==> src/rtl/dnn_weight_sequencer_if.sv <==
// dnn_weight_sequencer_if: weight-row input handshake plus the per-layer weight output bus.
// Latency: none, wires only.
// Backpressure: the source holds in_w_valid/in_w_data until out_w_ready; the layer-facing side has none.
interface dnn_weight_sequencer_if #(
  parameter int NumLayers    = 2,
  parameter int MaxNumNerves = 5,
  parameter int M_W_BitSize  = 4
);

  // Upstream weight-row stream
  logic                                         in_w_valid;
  logic [MaxNumNerves-1:0][M_W_BitSize-1:0]     in_w_data;
  logic                                         out_w_ready;

  // Layer-facing weight bus, one-hot layer select
  logic                                         out_w_valid;
  logic [MaxNumNerves-1:0][M_W_BitSize-1:0]     out_w_data;
  logic [NumLayers-1:0]                         out_w_en;

  // Environment side: drives rows, observes the routed bus
  modport master (
    output in_w_valid,
    output in_w_data,
    input  out_w_ready,
    input  out_w_valid,
    input  out_w_data,
    input  out_w_en
  );

  // Sequencer side
  modport slave (
    input  in_w_valid,
    input  in_w_data,
    output out_w_ready,
    output out_w_valid,
    output out_w_data,
    output out_w_en
  );

endinterface

==> src/rtl/dnn_weight_sequencer.sv <==
// dnn_weight_sequencer: routes one weight-row stream to NumLayers layers in order, masking lanes and truncating bits per layer.
// Latency: 1 cycle from an accepted row to out_w_valid/out_w_en/out_w_data; loaded/rel/ready flags update on registered state.
// Backpressure: out_w_ready only in LOAD, dropped for a 1-cycle layer-switch gap; no backpressure from layers.
// Optional: define DNN_WSEQ_RELOAD_EN to add in_reload for reloading a single layer from DONE.
module dnn_weight_sequencer #(
  parameter int NumLayers               = 2,
  parameter int MaxNumNerves            = 5,
  parameter int M_W_BitSize             = 4,
  parameter int FirstNumIn              = 4,
  parameter int LNN [NumLayers-1:0]     = '{2, 5},
  parameter int LWB [NumLayers-1:0]     = '{4, 2}
) (
  input  logic                  clk,
  input  logic                  res_n,
  input  logic                  in_start,
`ifdef DNN_WSEQ_RELOAD_EN
  input  logic [NumLayers-1:0]  in_reload,
`endif
  dnn_weight_sequencer_if.slave w_if,
  output logic [NumLayers-1:0]  out_layer_loaded,
  output logic [NumLayers-1:0]  out_layer_rel,
  output logic                  out_ready
);

  // Layer index and row counter widths; a layer never needs more rows than
  // FirstNumIn or the widest layer.
  localparam int LayerW  = (NumLayers > 1) ? $clog2(NumLayers) : 1;
  localparam int MaxRows = (FirstNumIn > MaxNumNerves) ? FirstNumIn : MaxNumNerves;
  localparam int CntW    = (MaxRows > 1) ? $clog2(MaxRows) : 1;
  localparam logic [LayerW-1:0] LastLayer = LayerW'(NumLayers - 1);

  typedef logic [MaxNumNerves-1:0][M_W_BitSize-1:0] row_t;

  typedef enum logic [1:0] {
    S_IDLE,
    S_LOAD,
    S_GAP,
    S_DONE
  } state_t;

  // Keep the top 'nerves' lanes and the low 'bits' bits of each kept lane.
  function automatic row_t build_mask(input int nerves, input int bits);
    row_t m;
    m = '0;
    for (int k = 0; k < MaxNumNerves; k++) begin
      for (int b = 0; b < M_W_BitSize; b++) begin
        m[k][b] = (k >= MaxNumNerves - nerves) && (b < bits);
      end
    end
    return m;
  endfunction

  // Per-layer constants: lane/bit mask and index of the last row of the layer.
  row_t              layer_mask     [NumLayers];
  logic [CntW-1:0]   layer_last_row [NumLayers];

  for (genvar g = 0; g < NumLayers; g++) begin : g_layer
    // LNN/LWB are listed last layer first, so layer g sits at NumLayers-1-g.
    localparam int Nerves = LNN[NumLayers-1-g];
    localparam int Bits   = LWB[NumLayers-1-g];

    if (Nerves > MaxNumNerves) begin : g_bad_nerves
      $fatal(1, "dnn_weight_sequencer: layer %0d nerve count %0d exceeds MaxNumNerves %0d",
             g, Nerves, MaxNumNerves);
    end
    if (Bits > M_W_BitSize) begin : g_bad_bits
      $fatal(1, "dnn_weight_sequencer: layer %0d weight bitsize %0d exceeds M_W_BitSize %0d",
             g, Bits, M_W_BitSize);
    end

    assign layer_mask[g] = build_mask(Nerves, Bits);

    // Layer 0 takes one row per flattened input; every later layer takes one
    // row per nerve of the layer feeding it.
    if (g == 0) begin : g_first
      assign layer_last_row[g] = CntW'(FirstNumIn - 1);
    end else begin : g_next
      assign layer_last_row[g] = CntW'(LNN[NumLayers-g] - 1);
    end
  end

  // Registered state and outputs
  state_t                 state_q;
  logic [LayerW-1:0]      layer_q;
  logic [CntW-1:0]        cnt_q;
  logic                   w_ready_q;
  logic [NumLayers-1:0]   loaded_q;
  logic [NumLayers-1:0]   rel_q;
  logic                   ready_q;
  logic                   single_q;
  logic                   w_valid_q;
  logic [NumLayers-1:0]   w_en_q;
  row_t                   w_data_q;

  row_t                   cur_mask;
  logic [CntW-1:0]        cur_last;
  logic                   hs;
  logic                   reload_go;
  logic [LayerW-1:0]      reload_layer;

  assign cur_mask = layer_mask[layer_q];
  assign cur_last = layer_last_row[layer_q];
  assign hs       = w_ready_q & w_if.in_w_valid;

`ifdef DNN_WSEQ_RELOAD_EN
  // Decode a one-hot reload request into the layer to reload.
  always_comb begin
    reload_go    = $onehot(in_reload);
    reload_layer = '0;
    for (int l = 0; l < NumLayers; l++) begin
      if (in_reload[l]) begin
        reload_layer = LayerW'(l);
      end
    end
  end
`else
  assign reload_go    = 1'b0;
  assign reload_layer = '0;
`endif

  // Load sequencing FSM: IDLE -> (LOAD -> GAP) per layer -> DONE, restartable from DONE.
  always_ff @(posedge clk or negedge res_n) begin
    if (!res_n) begin
      state_q   <= S_IDLE;
      layer_q   <= '0;
      cnt_q     <= '0;
      w_ready_q <= 1'b0;
      loaded_q  <= '0;
      rel_q     <= '0;
      ready_q   <= 1'b0;
      single_q  <= 1'b0;
    end else begin
      unique case (state_q)
        S_IDLE, S_DONE: begin
          if (in_start) begin
            state_q   <= S_LOAD;
            layer_q   <= '0;
            cnt_q     <= '0;
            w_ready_q <= 1'b1;
            loaded_q  <= '0;
            rel_q     <= '0;
            ready_q   <= 1'b0;
            single_q  <= 1'b0;
          end else if (state_q == S_DONE && reload_go) begin
            // Single-layer reload: only that layer's flags drop.
            state_q                <= S_LOAD;
            layer_q                <= reload_layer;
            cnt_q                  <= '0;
            w_ready_q              <= 1'b1;
            loaded_q[reload_layer] <= 1'b0;
            rel_q[reload_layer]    <= 1'b0;
            ready_q                <= 1'b0;
            single_q               <= 1'b1;
          end
        end
        S_LOAD: begin
          if (hs) begin
            if (cnt_q == cur_last) begin
              loaded_q[layer_q] <= 1'b1;
              rel_q[layer_q]    <= 1'b1;
              cnt_q             <= '0;
              w_ready_q         <= 1'b0;
              state_q           <= S_GAP;
            end else begin
              cnt_q <= cnt_q + CntW'(1);
            end
          end
        end
        S_GAP: begin
          if (layer_q == LastLayer || single_q) begin
            state_q <= S_DONE;
            ready_q <= 1'b1;
          end else begin
            layer_q   <= layer_q + LayerW'(1);
            w_ready_q <= 1'b1;
            state_q   <= S_LOAD;
          end
        end
        default: begin
          state_q   <= S_IDLE;
          w_ready_q <= 1'b0;
        end
      endcase
    end
  end

  // Output stage: each accepted row appears one cycle later, masked, with its layer one-hot.
  always_ff @(posedge clk or negedge res_n) begin
    if (!res_n) begin
      w_valid_q <= 1'b0;
      w_en_q    <= '0;
      w_data_q  <= '0;
    end else begin
      w_valid_q <= hs;
      w_en_q    <= hs ? (NumLayers'(1) << layer_q) : '0;
      w_data_q  <= hs ? (w_if.in_w_data & cur_mask) : '0;
    end
  end

  assign w_if.out_w_ready  = w_ready_q;
  assign w_if.out_w_valid  = w_valid_q;
  assign w_if.out_w_en     = w_en_q;
  assign w_if.out_w_data   = w_data_q;
  assign out_layer_loaded  = loaded_q;
  assign out_layer_rel     = rel_q;
  assign out_ready         = ready_q;

endmodule

==> src/flat_wrapper.sv <==
// flat-port wrapper written by rule: the top's interface ports become plain ports
module dnn_weight_sequencer_flat 
#(
  parameter int NumLayers               = 2,
  parameter int MaxNumNerves            = 5,
  parameter int M_W_BitSize             = 4,
  parameter int FirstNumIn              = 4,
  parameter int LNN [NumLayers-1:0]     = '{2, 5},
  parameter int LWB [NumLayers-1:0]     = '{4, 2}
)
  (clk, res_n, in_start, out_layer_loaded, out_layer_rel, out_ready, w_if_in_w_valid, w_if_in_w_data, w_if_out_w_ready, w_if_out_w_valid, w_if_out_w_data, w_if_out_w_en);
  dnn_weight_sequencer_if #(.NumLayers(NumLayers), .MaxNumNerves(MaxNumNerves), .M_W_BitSize(M_W_BitSize)) w_if_i ();
  input  logic clk;
  input  logic res_n;
  input  logic in_start;
  output logic [NumLayers-1:0] out_layer_loaded;
  output logic [NumLayers-1:0] out_layer_rel;
  output logic out_ready;
  input wire logic [$bits(w_if_i.in_w_valid)-1:0] w_if_in_w_valid;
  input wire logic [$bits(w_if_i.in_w_data)-1:0] w_if_in_w_data;
  output wire logic [$bits(w_if_i.out_w_ready)-1:0] w_if_out_w_ready;
  output wire logic [$bits(w_if_i.out_w_valid)-1:0] w_if_out_w_valid;
  output wire logic [$bits(w_if_i.out_w_data)-1:0] w_if_out_w_data;
  output wire logic [$bits(w_if_i.out_w_en)-1:0] w_if_out_w_en;
  assign w_if_i.in_w_valid = w_if_in_w_valid;
  assign w_if_i.in_w_data = w_if_in_w_data;
  assign w_if_out_w_ready = w_if_i.out_w_ready;
  assign w_if_out_w_valid = w_if_i.out_w_valid;
  assign w_if_out_w_data = w_if_i.out_w_data;
  assign w_if_out_w_en = w_if_i.out_w_en;
  dnn_weight_sequencer #(.NumLayers(NumLayers), .MaxNumNerves(MaxNumNerves), .M_W_BitSize(M_W_BitSize), .FirstNumIn(FirstNumIn), .LNN(LNN), .LWB(LWB)) u_core (.clk(clk), .res_n(res_n), .in_start(in_start), .w_if(w_if_i), .out_layer_loaded(out_layer_loaded), .out_layer_rel(out_layer_rel), .out_ready(out_ready));
endmodule
==> config.mk <==
export PLATFORM = sky130hd
export DESIGN_NAME = dnn_weight_sequencer_flat
export DESIGN_NICKNAME = d
export VERILOG_FILES = /design/src/rtl/dnn_weight_sequencer_if.sv /design/src/rtl/dnn_weight_sequencer.sv /design/src/flat_wrapper.sv
export SDC_FILE = /design/constraint.sdc
export NUM_CORES = 1
export LEC_CHECK = 0
export ABC_AREA = 1
export BUFFER_PORTS_ARGS = -buffer_cell sky130_fd_sc_hd__buf_2
export CAP_MARGIN = 20
export CORE_MARGIN = 4
export CORE_UTILIZATION = 30
export DETAILED_ROUTE_END_ITERATION = 16
export GPL_TIMING_DRIVEN = 0
export PLACE_DENSITY = 0.63
export SLEW_MARGIN = 10
export SYNTH_ARGS = -nofsm -noshare
export SYNTH_HDL_FRONTEND = slang
export SYNTH_SLANG_ARGS = --single-unit
==> constraint.sdc <==
create_clock -name clk -period 4.24 [get_ports clk]
set_input_delay 0.212 -clock clk [delete_from_list [all_inputs] [get_ports clk]]
set_output_delay 0.212 -clock clk [all_outputs]
set_load 0.02 [all_outputs]
Yosys cells after proc, flatten, opt, wreduce, memory -nomap -nowiden
Index checks and enable logic that the tools add are counted.
{"block": "op_classes", "addsub": 2, "order_cmp": 3, "n_eq_ne": 9, "shifts": 1, "n_mux": 36, "bitwise": 5, "reduce_logical": 11}
{"cell": "$mux 20", "n": 4}
{"cell": "$mux 2", "n": 11}
{"cell": "$and 20x20->20", "n": 1}
{"cell": "$mux 3", "n": 5}
{"cell": "$reduce_and 3->1", "n": 4}
{"cell": "$mux 1", "n": 8}
{"cell": "$pmux 2 s2", "n": 2}
{"cell": "$reduce_and 4->1", "n": 2}
{"cell": "$ne 2x1->1 const B", "n": 3}
{"cell": "$pmux 2 s3", "n": 1}
{"cell": "$pmux 3 s2", "n": 1}
{"cell": "$eq 2x2->1 const B", "n": 2}
{"cell": "$ne 2x2->1 const B", "n": 2}
{"cell": "$or 2x2->2", "n": 2}
{"cell": "$pmux 1 s2", "n": 2}
{"cell": "$reduce_bool 2->1", "n": 2}
{"cell": "$add 3x1->3 const B", "n": 1}
{"cell": "$eq 3x3->1", "n": 1}
{"cell": "$pmux 1 s3", "n": 1}
{"cell": "$eq 2x1->1 const B", "n": 1}
{"cell": "$ge 2x2->1 const B", "n": 1}
{"cell": "$logic_not 2->1", "n": 1}
{"cell": "$lt 1x2->1 const B", "n": 1}
{"cell": "$not 1->2", "n": 1}
{"cell": "7 further kinds", "n": 7}
{"block": "totals", "register_bits": 35, "input_bits": 24, "out_inout_bits": 29}

Longest topological paths before layout
{"block": "depth", "word_depth": 8, "mapped_depth": 9, "depth_no_buf": 8}

Least setup slack after synthesis
No wires, ideal clock.
{"block": "synth_timing", "path_kind": "reg2reg", "start": "register u_core.state_q[0]", "end": "register u_core.loaded_q[1], in the netlist u_core.out_layer_loaded[1]", "t_arrival_ps": 1343, "setup_slack_ps": 2774, "stages_incl_launch_ff": 9, "cell_sequence": "dfrtp_1 -> inv_1 -> ha_1 -> nand2_2 -> o21ai_4 -> nor2_8 -> nand2_8 -> nand2_1 -> o21ai_2"}
{"block": "synth_between", "elab_chain_cells": 4}
{"element": "start, declared", "line": "dnn_weight_sequencer.sv:83", "source": "state_t state_q;"}
{"element": "start signal, assigned", "line": "dnn_weight_sequencer.sv:124", "source": "state_q <= S_IDLE;"}
{"element": "start signal, assigned", "line": "dnn_weight_sequencer.sv:136", "source": "state_q <= S_LOAD;"}
{"element": "start signal, assigned", "line": "dnn_weight_sequencer.sv:146", "source": "state_q <= S_LOAD;"}
{"element": "$eq 2x2->1 or $logic_not 2->1 (tied branches)"}
{"element": "$reduce_or 2->1", "line": "dnn_weight_sequencer.sv:133", "source": "unique case (state_q)"}
{"element": "$ne 2x2->1 (no source line) or $reduce_bool 2->1 (tied branches)"}
{"element": "$reduce_and 4->1 (no source line)"}
{"element": "end signal, assigned", "line": "dnn_weight_sequencer.sv:128", "source": "loaded_q <= '0;"}
{"element": "end signal, assigned", "line": "dnn_weight_sequencer.sv:140", "source": "loaded_q <= '0;"}
{"element": "end signal, assigned by index", "line": "dnn_weight_sequencer.sv:150", "source": "loaded_q[reload_layer] <= 1'b0;"}
{"element": "end, declared", "line": "dnn_weight_sequencer.sv:87", "source": "logic [NumLayers-1:0] loaded_q;"}
Several ways; a longest one is shown, not always the timed one.
A chain may end at the register's enable or synchronous reset.

Worst setup path in the final report
Same ends and word-level chain as after synthesis.

==> key figures <==
CTS
  – Number of CTS-inserted buffers: 5
  – Clk_lat worst skew: 0.28 ns
  – Longest Clk Path Bufs: 2
  – Clock root buffer: clkbuf_8
  – Clock slew at reported path FFs: 0.06 ns
  – # clock sinks: 29
  – Post-CTS setup buffers: 0
  – H-Tree Depth: 2
  – CTS tree: built

Place
  – Post-DP HPWL: 1890 um
  – Input/output buffers: 40
  – Final GP Congestion: 0.768
  – Placed Cells: 232

Global routing
  – Grt total ovfl: 0
  – Vias in the first global route: 916
  – Largest net degree at the start of global routing: 30
  – Initial antenna violation count: 0
  – Total GRT Usage: 9.65%
  – First-pass GRT wire length: 3950 um

Timing
  – Post-route clock skew: 0.00560 ns
  – F_max: 0.629 GHz
  – Unrepaired setup endpoints after global routing: no
  – Setup Total Neg Slack: 0 ns
  – Setup-failing EPs final: 0
  – Final Cycle Share: 37.5%
  – Max_slew headroom: 57.0%
  – Slew Limit Fails: 0
  – Worst-margin pin slew: 0.645 ns
  – Min Tclk post-route: 1.59 ns
  – Hold Vio Cnt, Final: 0

Worst setup path
  – Startpoint types: register
  – CP endpoint kind: register
  – Critical path arrival: 1.75 ns
  – Crit Path Max Fanout: 8
  – Critical path required time: 4.40 ns
  – CP Class: register to register

Cells and area
  – FILL cells: 445
  – NumNets Final: 216
  – Ant diodes: 0
  – Share of layout cells above drive strength 1: 40.2%
  – Area delta synth->final: 27.5%
  – Fin cells: 241

Worst hold path
  – Class of the worst hold path: input port to register

Power and ir drop
  – Worst ir drop on vdd: 0.000190 V
  – Static Leakage: 0.969 nW
  – PwrDens: 690 mW/mm^2

Drt
  – DR vias: 1011
  – Remaining antenna violation count: 0
  – Routed WL per cell: 10.4 um
  – # DRC: 0
  – WL final: 2520 um
  – Initial DRC count: 19
  – Detailed Routing Iterations Pass 1: 4
  – DR vias/cell: 4.20

Job
  – Max cap viols: 0

Synth
  – Most area-hungry cell type in the Yosys netlist: dfrtp_1
  – Post-Syn Area: 0.00137 mm^2
  – Post-synthesis cell type count: 28
  – Post-Synthesis Cells: 135
  – Synth top area share: 53.0%
  – Yosys warnings: 0
  – Count of state elements after synthesis: 29
  – Syn avg cell area: 10.1 um^2
  – Main area contributors after synthesis: dfrtp_1 (53%), nand2_1 (6.9%), nor2_1 (4.7%)
  – Register area share after synthesis: 53.0%

Die
  – Initial core utilization: 31.2%
  – Die ar.: 0.00571 mm^2
  – Core Box Area: 0.00438 mm^2
  – IO Count: 53
  – Die outline width: 75.5 um
  – Die H: 75.5 um
  – Row cnt: 24

Status
  – Status: finished, final reports clean
-- state kept, by name, summed over array words and instances, names as in the netlist --
register,count
u_core.cnt_q,3
u_core.layer_q,1
u_core.out_layer_loaded,2
u_core.out_layer_rel,2
u_core.out_ready,1
u_core.state_q,2
u_core.w_if.out_w_data,14
u_core.w_if.out_w_en,2
u_core.w_if.out_w_ready,1
u_core.w_if.out_w_valid,1
-- cell families (layout without fill, tap and decap cells) --
logic type / count (synthesis) / in the layout / synth area share (%)
buffers and inverters: 25 / 74 / 9.69
DFF: 29 / 29 / 53.0
other: 1 / 6 / 0.274
adders and majority gates: 4 / 4 / 3.66
AOI/OAI and AO/OA: 17 / 17 / 8.41
and+or+nand+nor: 58 / 58 / 24.3
xor gates and xnor gates: 1 / 1 / 0.640
-- what timing repair did --
item | CTS | global route
endpoints found under the setup margin | 0 | 0
hold buffers | 1 | 0
hold endpoints to repair | 29 | 0
gates resized for setup | 0 | 0
-- synth_stat cells (all sizes together) --
| cell | count |
|---|---|
| a21oi | 2 |
| a22o | 1 |
| buf | 8 |
| clkbuf | 1 |
| clkinv | 1 |
| conb | 1 |
| dfrtp | 29 |
| ha | 4 |
| inv | 15 |
| nand2 | 32 |
| nand3 | 6 |
| nand4 | 1 |
| nor2 | 19 |
| o21ai | 14 |
| xor2 | 1 |
-- path summary, 6_finish.rpt --
| check | from | to | slack [ns] | cells past startpoint |
|---|---|---|---|---|
| hold reg to reg | u_core.state_q[1]$_DFFE_PN0P_ | u_core.state_q[1]$_DFFE_PN0P_ | 0.50 | 2 |
| setup reg to reg | u_core.state_q[0]$_DFFE_PN0P_ | u_core.out_layer_loaded[1]$_DFFE_PN0P_ | 2.65 | 8 |
| min in group asynchronous | res_n | u_core.w_if.out_w_ready$_DFFE_PN0P_ | 0.49 | 2 |
| hold / removal | w_if_in_w_data[17] | u_core.w_if.out_w_data[17]$_DFF_PN0_ | 0.14 | 3 |
| max in group asynchronous | res_n | u_core.out_layer_loaded[0]$_DFFE_PN0P_ | 3.33 | 2 |
| setup / recovery | u_core.state_q[0]$_DFFE_PN0P_ | u_core.out_layer_loaded[1]$_DFFE_PN0P_ | 2.65 | 8 |
-- per-layer routing --
layer / global-route usage [%] / vias to the layer above / part of all wire (%)
met5: 0 / - / 0
met1: 10.7 / 457 / 40
li1: - / 509 / -
met2: 15.1 / 39 / 45
met3: 4.75 / 6 / 12
met4: 5.44 / 0 / 2.3
-- cell type report --
type	count	area [um^2]	area share [%]
Sequential cell	29	726	41.6
Clock inverter	2	10.0	0.573
Clock buffer	6	72.6	4.16
Buffer	9	65.1	3.73
Tap cell	52	65.1	3.73
Timing Repair Buffer	41	210	12.0
Inverter	16	67.6	3.87
Multi-Input combinational cell	86	529	30.3
-- through the flow --
stage	instance area [um^2]	worst slack, ns	total power, mW	hold WS [ns]	util [%]
6_report	1750	2.65	1.20	0.136	39.8
5_1_grt	1750	2.56	1.30	0.141	39.8
4_1_cts	1750	2.65	1.23	0.124	39.8
3_5_place_dp	1650	2.66	1.01	0.273	37.7
3_3_place_gp	1650	2.67	0.996	0.270	37.7
2_1_floorplan	1390	2.77	0.872	-0.0836	-
-- report_power, final --
part	leakage, nW	internal [mW]	total, mW	switching, mW
Sequential	0.384	0.349	0.393	0.0438
Clock	0.0450	0.113	0.214	0.101
Combinational	0.540	0.211	0.597	0.386
Total	0.969	0.674	1.20	0.531
-- placed cells by master (no fill, tap or decap) --
cell           netlist  routed
o21ai_1              4       4
o21ai_2              4       4
a21oi_1              2       2
nand3_1              4       4
nand2_4              2       2
nand2_1             25      25
nand3_2              1       1
inv_4                1       1
dlygate4sd3_1        0       1
inv_1               11      11
nor2_1              17      17
o21ai_0              5       5
clkinv_4             1       1
nor2_8               2       2
dfrtp_1             29      29
buf_4                6       6
xor2_1               1       1
a22o_1               1       1
inv_2                3       3
nand3_4              1       1
buf_6                1       1
clkbuf_8             0       5
buf_2                1      41
clkbuf_1             1       2
clkinv_2             0       2
nand4_1              1       1
ha_1                 4       4
nand2_8              2       2
nand2_2              3       3
o21ai_4              1       1
conb_1               1       6
-- worst max-delay path: stages (launching register included) --
cell	delay (ns)
dfrtp_1	0.39
inv_1	0.06
ha_1	0.38
nand2_2	0.18
o21ai_4	0.10
nor2_8	0.15
nand2_8	0.09
nand2_1	0.08
o21ai_2	0.05
Power figures use the tool's default switching activity.
